**config.mk**
```make
export PLATFORM = sky130hd
export DESIGN_NAME = debounce3
export DESIGN_NICKNAME = d
export VERILOG_FILES = /design/src/rtl/debounce3_pkg.sv /design/src/rtl/debounce_ch.sv /design/src/rtl/debounce3.sv
export SDC_FILE = /design/constraint.sdc
export NUM_CORES = 1
export LEC_CHECK = 0
export ABC_CLOCK_PERIOD_IN_PS = 3100
export CORE_ASPECT_RATIO = 0.7
export CORE_UTILIZATION = 40
export CTS_CLUSTER_DIAMETER = 200
export DETAILED_ROUTE_END_ITERATION = 12
export HOLD_SLACK_MARGIN = 0.06
export RECOVER_POWER = 25
export SETUP_SLACK_MARGIN = 0.3
export SLEW_MARGIN = 5
export SYNTH_ARGS = -nofsm -noshare
export SYNTH_HDL_FRONTEND = slang
export SYNTH_SLANG_ARGS = --single-unit
```
**constraint.sdc**
```tcl
create_clock -name clk -period 3.1 [get_ports clk]
set_input_delay 0.62 -clock clk [delete_from_list [all_inputs] [get_ports clk]]
set_output_delay 0.62 -clock clk [all_outputs]
set_load 0.02 [all_outputs]
```
**src/rtl/debounce3_pkg.sv**
```systemverilog
// Board-level constants for the IceZUM button conditioner.
// Debounce window and counter width come from the 12 MHz system clock.
package debounce3_pkg;

    localparam int CLK_HZ      = 12_000_000;
    localparam int DEBOUNCE_MS = 1;

    localparam int STABLE_CYCLES_DEF = (CLK_HZ / 1000) * DEBOUNCE_MS;

    // The counter only has to reach cycles-1, so clog2(cycles) bits suffice; never drop below 1 bit
    function automatic int cnt_width(input int cycles);
        return (cycles > 1) ? $clog2(cycles) : 1;
    endfunction

    localparam int CNT_W_DEF = cnt_width(STABLE_CYCLES_DEF);

endpackage

```
**src/rtl/debounce_ch.sv**
```systemverilog
// One button channel: optional inversion, 2-flop synchroniser, stability counter,
// accepted level, and registered one-cycle rise/fall pulses.
module debounce_ch
    import debounce3_pkg::*;
#(
    parameter int STABLE_CYCLES = STABLE_CYCLES_DEF,
    parameter int CNT_W         = cnt_width(STABLE_CYCLES),
    parameter bit INVERT        = 1'b0
) (
    input  logic clk,
    input  logic rst,
    input  logic btn,
    output logic level,
    output logic rise,
    output logic fall
);

    localparam logic [CNT_W-1:0] LAST = CNT_W'(STABLE_CYCLES - 1);

    logic [1:0]       sync;
    logic [CNT_W-1:0] cnt;
    logic             pin;

    assign pin = btn ^ INVERT;

    // Any return of the synchronised level to the accepted one restarts the count,
    // so only a run of STABLE_CYCLES identical samples can move the level.
    always_ff @(posedge clk) begin
        if (rst) begin
            sync  <= '0;
            cnt   <= '0;
            level <= 1'b0;
            rise  <= 1'b0;
            fall  <= 1'b0;
        end else begin
            sync <= {sync[0], pin};
            rise <= 1'b0;
            fall <= 1'b0;
            if (sync[1] == level) begin
                cnt <= '0;
            end else if (cnt == LAST) begin
                level <= sync[1];
                cnt   <= '0;
                rise  <= sync[1];
                fall  <= ~sync[1];
            end else begin
                cnt <= cnt + 1'b1;
            end
        end
    end

endmodule

```
**src/rtl/debounce3.sv**
```systemverilog
// Three independent debounced button channels feeding the x0..x2 inputs
// of the XOR gate stage.
module debounce3
    import debounce3_pkg::*;
#(
    parameter int              N_CH          = 3,
    parameter int              STABLE_CYCLES = STABLE_CYCLES_DEF,
    parameter int              CNT_W         = CNT_W_DEF,
    parameter logic [N_CH-1:0] INVERT        = '0
) (
    input  logic            clk,
    input  logic            rst,
    input  logic [N_CH-1:0] btn_in,
    output logic [N_CH-1:0] x_out,
    output logic [N_CH-1:0] rise,
    output logic [N_CH-1:0] fall
);

    for (genvar i = 0; i < N_CH; i++) begin : g_ch
        debounce_ch #(
            .STABLE_CYCLES (STABLE_CYCLES),
            .CNT_W         (CNT_W),
            .INVERT        (INVERT[i])
        ) u_ch (
            .clk   (clk),
            .rst   (rst),
            .btn   (btn_in[i]),
            .level (x_out[i]),
            .rise  (rise[i]),
            .fall  (fall[i])
        );
    end

endmodule

```
==> results.cfg <==
[outcome]
status = completed

[placement]
globalplace.congestion = 0.752
io_buffers = 13
dp_hpwl_um = 2610
placed_cells = 333
pre_cts_ws_ns = 1.05
placed_cell_area_um2 = 2500

[critical_path]
r2r_start = g_ch[1].u_ch.cnt[8]$_SDFF_PP0_
cp.required_ns = 3.30
r2r_slack_ns = 1.01
path_max_fanout = 14
critical_path_class = reg -> reg
cp_data_arrival_time_ns = 2.29
crit_path_end = g_ch[1].u_ch.cnt[13]$_SDFF_PP0_
reg2reg_depth = 4
critPathLaunch = g_ch[1].u_ch.cnt[8]$_SDFF_PP0_
cp-end-kind = flop
r2r_end = g_ch[1].u_ch.cnt[13]$_SDFF_PP0_
worst_setup_path_start_kind = flop

[floorplan]
ios = 14
initial_core_util_pct = 41.7
dieWidth_um = 94.4
design.core.area_um2 = 5730
dieArea_um2 = 6290
die_h_um = 66.7
num_rows = 23

[synth]
synth_edf_count = 0
synthTopCellsByCount = 57 x dfxtp_1, 49 x nor2_1, 23 x xnor2_1
yosysUniqueCellTypes = 32
synth_top_area_share_pct = 47.8
synth.avg_cell_area_um2 = 9.19
synth_nets = 268
yosysTopAreaCell = dfxtp_1
netlist_instances = 260
synth_area_leaders = dfxtp_1 48%, xnor2_1 8.4%, nor2_1 7.7%, xor2_1 4.8%, nand3_1 3.6%
ys_ff_latch = 57
synth_area_um2 = 2390
yosysMostFrequentCell = dfxtp_1
synthArstFlopShare_pct = 0
synthFlopType = dfxtp_1
ys_warn_count = 0
ys_seq_area_share_pct = 47.8

[power_and_ir_drop]
internal_power_mw = 1.14
max-vdd-ir-drop_v = 0.000234
power_density_nw_per_um2 = 534
combPwrFrac_pct = 1.3
sequentialPowerShare_pct = 52.0
power_frac_clock_pct = 46.7
switching_share_pct = 20.2
p_switching_mw = 0.287
p_leak_nw = 0.828

[sta]
period_share_pct = 67.5
rsz0062_at_grt = false
fmax_ghz = 0.478
skew_ns = 0.00669
fin_setup_tns_ns = 0
slew_headroom_pct = 59.4
layout_min_cycle_time_ns = 2.09
hold_slack_ns = 0.438
tightest_slew_ns = 0.600
setup_ws_ns = 1.01
setup_viol = 0
slew_viol_final = 0
finalHoldViolCount = 0

[cts]
clock-sinks = 57
post_cts.repair.setup_buffers = 0
ctsHoldBuffers = 0
clockBufferDepth = 2
h-tree-depth = 3
cts_tree = built
ctsResizeCount = 0
cts-buffers-inserted = 9
clock_latency_ns = 0.33
clkTransAtPathRegs_ns = 0.06
root_buffer = clkbuf_8

[route]
wl_met2_um = 1460
drt-total-wl_um = 3870
dr_wl_met3_um = 159
routed-via-count = 1641
dr.pass1.iters = 4
vias_per_cell = 4.70
drt-wirelength-per-cell_um = 11.1
ant_nets = 0
top_layer = met4
met1_length_um = 2200
route.detailed.drc = 0
drt_iter0_drc = 50

[grt]
grt_pass1_vias = 1454
grtUsageTotal_pct = 14.7
grt_overflow = 0
grt_max_degree = 15
grt_pass1_wl_um = 6780
antenna_found_initial = 0

[worst_hold_path]
holdPathStages = 1
hp-class = reg -> reg

[cells_and_area]
area_delta_synth_final_pct = 11.6
n_fill_cell = 577
final_cell_area_um2 = 2670
layout.cells.non_filler = 349
diodes = 0
drive_above_1_share_pct = 5.84
nets = 277

[job]
maxCapViolations = 0
==> metrics by stage <==
stage	utilization, %	total power [mW]
floorplan	-	0.768
global placement	43.7	0.776
detailed placement	43.7	0.776
CTS	47.0	1.45
global route	46.6	1.49
finish	46.6	1.42
==> power groups by stage <==
| stage | registers, mW | clock network (mW) | logic, mW |
|---|---|---|---|
| after floorplan | 0.756 | 0 | 0.0128 |
| after global placement | 0.756 | 0 | 0.0196 |
| after detailed placement | 0.756 | 0 | 0.0198 |
| after CTS | 0.740 | 0.688 | 0.0199 |
| after global routing | 0.740 | 0.727 | 0.0210 |
| final | 0.740 | 0.666 | 0.0186 |
==> state kept, by name, summed over array words and instances (netlist names) <==
name / flops
g_ch.u_ch.fall: 3
g_ch.u_ch.cnt: 42
g_ch.u_ch.sync: 6
g_ch.u_ch.rise: 3
g_ch.u_ch.level: 3
==> layout make-up <==
| cell class | instances | area [um2] | share of cell area, % |
|---|---|---|---|
| Clock buffer | 13 | 149 | 5.58 |
| Clock inverter | 3 | 40.0 | 1.50 |
| Inverter | 6 | 22.5 | 0.845 |
| Multi-Input combinational cell | 181 | 1090 | 40.7 |
| Sequential cell | 57 | 1140 | 42.8 |
| Tap cell | 75 | 93.8 | 3.52 |
| Timing Repair Buffer | 14 | 134 | 5.02 |
==> logic make-up after synthesis <==
group | count (synthesis) | synth area share, %
AO/OA/AOI/OAI | 4 | 1.15
XOR/XNOR | 36 | 13.2
adder cells (fa/ha/maj) | 3 | 1.57
buffers and inverters | 22 | 5.87
flip-flops | 57 | 47.8
multiplexers | 3 | 1.26
AND/OR/NAND/NOR | 135 | 29.2
==> critical path, cell delays in order, from the launching register on <==
cell and delay (ns):
dfxtp_1 0.36, or4b_1 0.53, nor4_1 0.49, or3_1 0.48, nor2_1 0.10
==> layout by cell type (no fill, tap or decap), drive strengths merged <==
cell           netlist  layout
nor3                 9       9
mux2i                3       3
nor2                49      49
o31ai                1       1
nor4                 7       7
ha                   3       3
or3                  1       1
nand2               14      14
xnor2               23      23
and3                 5       5
nand2b               6       6
bufinv               0       1
a21oi                2       2
and4                 2       2
clkinv               0       2
or4b                 2       2
or4                  1       1
clkdlybuf4s50        0      12
nand4                9       9
a211o                1       1
or2                  2       2
nor4b                2       2
inv                  6       6
clkbuf               3      14
nor3b                2       2
and2                 1       1
xor2                13      13
nand3               17      17
dlygate4sd3          0       1
nor2b                6       6
dfxtp               57      57
==> worst min-delay path by stage <==
stage | start | to | slack, ns
2_1_floorplan | g_ch[0].u_ch.sync[0]$_SDFF_PP0_ | g_ch[0].u_ch.sync[1]$_SDFF_PP0_ | 0.41
4_1_cts | g_ch[1].u_ch.sync[0]$_SDFF_PP0_ | g_ch[1].u_ch.sync[1]$_SDFF_PP0_ | 0.44
3_3_place_gp | g_ch[1].u_ch.sync[0]$_SDFF_PP0_ | g_ch[1].u_ch.sync[1]$_SDFF_PP0_ | 0.42
5_1_grt | g_ch[1].u_ch.sync[0]$_SDFF_PP0_ | g_ch[1].u_ch.sync[1]$_SDFF_PP0_ | 0.45
3_5_place_dp | g_ch[1].u_ch.sync[0]$_SDFF_PP0_ | g_ch[1].u_ch.sync[1]$_SDFF_PP0_ | 0.42
6_report | g_ch[1].u_ch.sync[0]$_SDFF_PP0_ | g_ch[1].u_ch.sync[1]$_SDFF_PP0_ | 0.44
==> routing by layer <==
metal  vias up  GRT usage [%]
met4         0           8.08
met1       735           20.0
met2        21           18.9
met5         -              0
li1        880              -
met3         5           6.28
Power figures use the tool's default switching activity.
